## config.mk

```make
export PLATFORM = sky130hd
export DESIGN_NAME = operand_fetch_stage
export DESIGN_NICKNAME = d
export VERILOG_FILES = /design/src/rtl/operand_fetch_stage.sv
export SDC_FILE = /design/constraint.sdc
export NUM_CORES = 1
export LEC_CHECK = 0
export ABC_CLOCK_PERIOD_IN_PS = 3050
export CORE_UTILIZATION = 40
export CTS_BUF_LIST = sky130_fd_sc_hd__clkbuf_4
export CTS_CLUSTER_SIZE = 30
export DETAILED_ROUTE_END_ITERATION = 10
export SYNTH_ARGS = -nofsm -noshare
export SYNTH_HDL_FRONTEND = slang
export SYNTH_SLANG_ARGS = --single-unit
```

## constraint.sdc

```tcl
create_clock -name clk -period 3.05 [get_ports clk]
set_input_delay 0.61 -clock clk [delete_from_list [all_inputs] [get_ports clk]]
set_output_delay 0.61 -clock clk [all_outputs]
set_load 0.005 [all_outputs]
```

## src/rtl/operand_fetch_stage.sv

```systemverilog
// Operand fetch: resolves three operands from a 16-entry channel file or block registers,
// tracks in-flight channel writes with a scoreboard, and presents one registered output bundle.
module operand_fetch_stage #(
    parameter int data_width = 16,
    parameter int n_blocks   = 256,
    parameter int ctrl_width = 48,
    localparam int block_width = (n_blocks > 1) ? $clog2(n_blocks) : 1
) (
    input  logic                   clk,
    input  logic                   reset,
    input  logic                   enable,

    input  logic                   in_valid,
    output logic                   in_ready,
    input  logic [block_width-1:0] block_in,
    input  logic [data_width-1:0]  register_0_in,
    input  logic [data_width-1:0]  register_1_in,
    input  logic [3:0]             src_a_in,
    input  logic [3:0]             src_b_in,
    input  logic [3:0]             src_c_in,
    input  logic                   src_a_reg_in,
    input  logic                   src_b_reg_in,
    input  logic                   src_c_reg_in,
    input  logic                   arg_a_needed_in,
    input  logic                   arg_b_needed_in,
    input  logic                   arg_c_needed_in,
    input  logic [3:0]             dest_in,
    input  logic                   writes_channel_in,
    input  logic [ctrl_width-1:0]  ctrl_in,

    output logic                   out_valid,
    input  logic                   out_ready,
    output logic [block_width-1:0] block_out,
    output logic [3:0]             dest_out,
    output logic                   writes_channel_out,
    output logic [ctrl_width-1:0]  ctrl_out,
    output logic [data_width-1:0]  arg_a_out,
    output logic [data_width-1:0]  arg_b_out,
    output logic [data_width-1:0]  arg_c_out,

    input  logic                   wb_valid,
    input  logic [3:0]             wb_dest,
    input  logic [data_width-1:0]  wb_data
);

    localparam int n_chan = 16;
    localparam int n_ops  = 3;

    // Channel file and scoreboard
    logic [data_width-1:0] chan_reg [n_chan];
    logic [n_chan-1:0]     pend_reg;
    logic [n_chan-1:0]     pend_next;
    logic [n_chan-1:0]     wb_hit;

    // Output stage
    logic                   out_valid_reg;
    logic [block_width-1:0] block_reg;
    logic [3:0]             dest_reg;
    logic                   writes_channel_reg;
    logic [ctrl_width-1:0]  ctrl_reg;
    logic [data_width-1:0]  arg_a_reg;
    logic [data_width-1:0]  arg_b_reg;
    logic [data_width-1:0]  arg_c_reg;

    // Per-operand views so the three operand paths share one generate body
    logic [n_ops-1:0][3:0]            src;
    logic [n_ops-1:0]                 src_is_reg;
    logic [n_ops-1:0]                 needed;
    logic [n_ops-1:0]                 fwd_hit;
    logic [n_ops-1:0]                 hazard_src;
    logic [n_ops-1:0][data_width-1:0] operand_val;

    logic hazard_dest;
    logic take_in;
    logic take_out;

    assign src        = {src_c_in, src_b_in, src_a_in};
    assign src_is_reg = {src_c_reg_in, src_b_reg_in, src_a_reg_in};
    assign needed     = {arg_c_needed_in, arg_b_needed_in, arg_a_needed_in};

    genvar gi;
    generate
        for (gi = 0; gi < n_ops; gi++) begin : g_operand
            assign fwd_hit[gi] = wb_valid && (wb_dest == src[gi]);

            // Block registers take priority, then same-cycle writeback, then the file
            assign operand_val[gi] = src_is_reg[gi] ? (src[gi][0] ? register_1_in : register_0_in)
                                   : fwd_hit[gi]    ? wb_data
                                   :                  chan_reg[src[gi]];

            assign hazard_src[gi] = needed[gi] && !src_is_reg[gi]
                                 && pend_reg[src[gi]] && !fwd_hit[gi];
        end

        for (gi = 0; gi < n_chan; gi++) begin : g_chan
            assign wb_hit[gi] = wb_valid && (wb_dest == 4'(gi));

            // An issuing write claims the entry even if a writeback retires it this cycle
            assign pend_next[gi] = (take_in && writes_channel_in && (dest_in == 4'(gi))) ? 1'b1
                                 : wb_hit[gi] ? 1'b0
                                 : pend_reg[gi];
        end
    endgenerate

    assign hazard_dest = writes_channel_in && pend_reg[dest_in]
                      && !(wb_valid && (wb_dest == dest_in));

    assign in_ready = enable && (!out_valid_reg || out_ready)
                   && !(|hazard_src) && !hazard_dest;
    assign take_in  = in_valid && in_ready;
    assign take_out = enable && out_valid_reg && out_ready;

    // Writebacks and scoreboard clears proceed independently of enable
    always_ff @(posedge clk) begin
        if (reset) begin
            pend_reg <= '0;
            for (int i = 0; i < n_chan; i++) begin
                chan_reg[i] <= '0;
            end
        end else begin
            pend_reg <= pend_next;
            for (int i = 0; i < n_chan; i++) begin
                if (wb_hit[i]) begin
                    chan_reg[i] <= wb_data;
                end
            end
        end
    end

    always_ff @(posedge clk) begin
        if (reset) begin
            out_valid_reg      <= 1'b0;
            block_reg          <= '0;
            dest_reg           <= '0;
            writes_channel_reg <= 1'b0;
            ctrl_reg           <= '0;
            arg_a_reg          <= '0;
            arg_b_reg          <= '0;
            arg_c_reg          <= '0;
        end else if (take_in) begin
            out_valid_reg      <= 1'b1;
            block_reg          <= block_in;
            dest_reg           <= dest_in;
            writes_channel_reg <= writes_channel_in;
            ctrl_reg           <= ctrl_in;
            arg_a_reg          <= operand_val[0];
            arg_b_reg          <= operand_val[1];
            arg_c_reg          <= operand_val[2];
        end else if (take_out) begin
            out_valid_reg      <= 1'b0;
        end
    end

    assign out_valid          = out_valid_reg;
    assign block_out          = block_reg;
    assign dest_out           = dest_reg;
    assign writes_channel_out = writes_channel_reg;
    assign ctrl_out           = ctrl_reg;
    assign arg_a_out          = arg_a_reg;
    assign arg_b_out          = arg_b_reg;
    assign arg_c_out          = arg_c_reg;

endmodule

```

==> results_dict.tcl <==
set metrics [dict create \
    fin_crit_sh_pct 102 \
    synth_seq_cells 382 \
    drt_iter0_markers 2272 \
    grt_pass1_vias 18000 \
    drive_gt1_share_pct 22.7 \
    synth_edf_count 256 \
    switching_share_pct 28.7 \
    syn_area_per_cell_sq_um 11.7 \
    fin_tns_setup_ps -47.7 \
    core_sq_um 56300 \
    ir_drop_mv 0.330 \
    crit_chain "mux4_2 > nor2b_1 > a211o_1 > nand3b_4 > nand4_4 > inv_2 > buf_6" \
    die_x_microns 241 \
    fmax_ghz 0.323 \
    synth_warnings 0 \
    grt_max_degree 86 \
    period_minus_slack_ps 3100 \
    grt_util_all_layers_pct 28.0 \
    p_leak_nw 11.0 \
    yosysSeqAreaShare_pct 44.9 \
    synthArstFlopShare_pct 0 \
    cts_sinks 382 \
    skew_ps 112 \
    die_h_microns 241 \
    pwr-share-clk_pct 36.3 \
    dpl_cell_area_sq_um 27200 \
    hp-class "input pin to register" \
    cpPeakStageDelay_ps 430 \
    design_area_sq_um 28700 \
    setup_slack_ps -47.7 \
    synth_area_leader_cell "edfxtp_1" \
    start_util_pct 40.4 \
    grt_pass1_wl_microns 118000 \
    via_per_inst 5.87 \
    via_count 18700 \
    slew_violations 0 \
    pre_cts_slack_ps -519 \
    synth_ff_type "edfxtp_1" \
    startpoint_type "register" \
    io_pins 248 \
    dp_cells 2992 \
    pwr-share-comb_pct 19.6 \
    antenna_found_initial 9 \
    cp_max_fo 5 \
    p_switching_mw 3.97 \
    synth_fp_nets 2088 \
    dr.pass1.iters 7 \
    insertion_delay_ps 920 \
    synthCells 1951 \
    p_int_mw 9.86 \
    synth_cell_types 62 \
    dieArea_sq_um 57900 \
    setup_viol 1 \
    synth_area_leaders "edfxtp_1 (34%), mux2i_1 (13%), dfxtp_1 (11%)" \
    fill_cells 4983 \
    finalHoldViolCount 0 \
    netlist_area_sq_um 22800 \
    num_rows 87 \
    htree_levels 3 \
    instances_no_fill 3191 \
    cts.reportedPaths.clkPinSlew_ps 70 \
    crit_slowest_cell "mux4_2" \
    drcViolationCount 0 \
    syn2layout_area_growth_pct 26.2 \
    maxSlewHeadroom_pct 51.2 \
    cts_made_buffers 107 \
    clk_path_buf_depth 3 \
    wl_per_cell_microns 25.8 \
    fin_nets 2483 \
    worstSetupPathType "register to output port" \
    dpl.hpwl_microns 59100 \
    largest_reg_flops 256 \
    cts_tree "yes" \
    seqPwrFrac_pct 44.1 \
    gp_congestion 0.936 \
    grt_overflow 0 \
    rsz0062_at_grt "yes" \
    cts_root_buffer "clkbuf_4" \
    worstPathArrival_ps 2490 \
    status "finished with violations" \
    power.density_nw_per_um2 482 \
    synth_top_cell_area_share_pct 33.8 \
    drt_wl_total_microns 82400 \
    portBuffers 247 \
    violations "setup timing" \
    worst_slew_pin_slew_ps 724 \
    drv_cap 0 \
    end_kind "output port" \
    cp.required_ps 2440 \
    antenna_left 0 \
]
==> metrics by stage <==
step           power, mW  hold WS (ps)  util, %
3_5_place_dp        8.86           463     48.4
5_1_grt             14.4           265     51.1
3_3_place_gp        8.80           459     48.4
4_1_cts             13.9           209     51.0
2_1_floorplan       7.60           456        -
6_report            13.8           270     51.1
==> cell families (layout without fill, tap and decap cells) <==
kind of cell / Yosys count / after routing / share of synthesized area [%]
simple gates: 593 / 593 / 13.4
mux: 469 / 469 / 27.0
flops: 382 / 382 / 44.9
compound gates: 272 / 272 / 9.29
buf+inv: 219 / 700 / 4.78
xor+xnor: 16 / 16 / 0.616
other cells: 0 / 3 / 0
==> timing repair <==
item | 4_1_cts | 5_1_grt
buffers inserted | 1 | 0
endpoints found under the hold margin | 0 | 0
pin swaps | 2 | 1
resized for setup | 10 | 6
hold buffers | 0 | 0
setup endpoints to repair | 1 | 1
==> worst max-delay path, delay by kind of cell (launching register included) <==
kind / cells / cell delay (ps)
and+or+nand+nor: 3 / 340
buffers and inverters: 2 / 160
muxes: 1 / 430
DFF: 1 / 370
AOI/OAI and AO/OA: 1 / 260
==> layout by cell type (no fill, tap or decap), types with 27 or more instances in the layout <==
cell | synthesis | routed
a22oi_1 | 35 | 35
nor2_1 | 233 | 233
clkdlybuf4s50_1 | 0 | 238
clkbuf_4 | 0 | 155
o211ai_1 | 28 | 28
nand3b_1 | 30 | 30
mux4_2 | 110 | 110
dfxtp_1 | 126 | 124
mux2_1 | 40 | 40
buf_12 | 6 | 28
a221o_1 | 47 | 47
nand2b_1 | 165 | 165
mux2i_1 | 292 | 292
nor2b_1 | 44 | 44
a21oi_1 | 28 | 28
clkinv_1 | 1 | 28
buf_4 | 13 | 189
inv_1 | 37 | 37
a221oi_1 | 57 | 57
nand2_1 | 59 | 59
nand3_1 | 28 | 27
mux2_2 | 27 | 27
edfxtp_1 | 256 | 256
==> cell usage after synthesis, types with 13 or more instances <==
cell type  count
a21oi_1       28
a221o_1       47
a221oi_1      57
a22oi_1       35
a31oi_1       16
buf_2         41
buf_4         13
clkbuf_1     102
dfxtp_1      126
edfxtp_1     256
inv_1         37
mux2_1        40
mux2_2        27
mux2i_1      292
mux4_2       110
nand2_1       59
nand2b_1     165
nand3_1       28
nand3b_1      30
nor2_1       233
nor2b_1       44
o211ai_1      28
o21ai_1       14
==> power by group through the flow <==
stage	Combinational, mW	Sequential, mW	Clock (mW)
floorplan	1.45	6.14	0
global placement	2.63	6.17	0
detailed placement	2.65	6.21	0
CTS	2.67	6.10	5.12
global route	2.85	6.14	5.40
finish	2.72	6.10	5.02
==> area by class of cell <==
type	instances	area (sq um)	area share (%)
well taps	756	946	3.29
diodes	3	7.51	0.0261
repair buffers	466	4470	15.6
flip-flops and latches	382	10200	35.6
clock buffers	155	1160	4.05
inverters	39	146	0.510
clock inverters	40	279	0.971
multi-input cells	1350	11500	40.0
==> layer usage <==
metal	GRT usage [%]	wire (microns)	part of all wire [%]
met2	41.2	35700	43
met5	0	72	0.087
met4	10.2	2250	2.7
met3	8.54	10100	12
met1	38.8	34300	42
==> worst paths after layout <==
check | from | endpoint | slack [ps] | cells past startpoint
max | pend_reg[1]$_SDFFE_PP0P_ | in_ready | -50 | 7
min reg2reg | ctrl_out[7]$_SDFFE_PP0P_ | ctrl_out[7]$_SDFFE_PP0P_ | 470 | 2
min | dest_in[0] | dest_out[0]$_SDFFE_PP0P_ | 270 | 4
max reg2reg | pend_reg[4]$_SDFFE_PP0P_ | block_out[7]$_SDFFE_PP0P_ | 460 | 8
(Power assumes the default switching activity.)
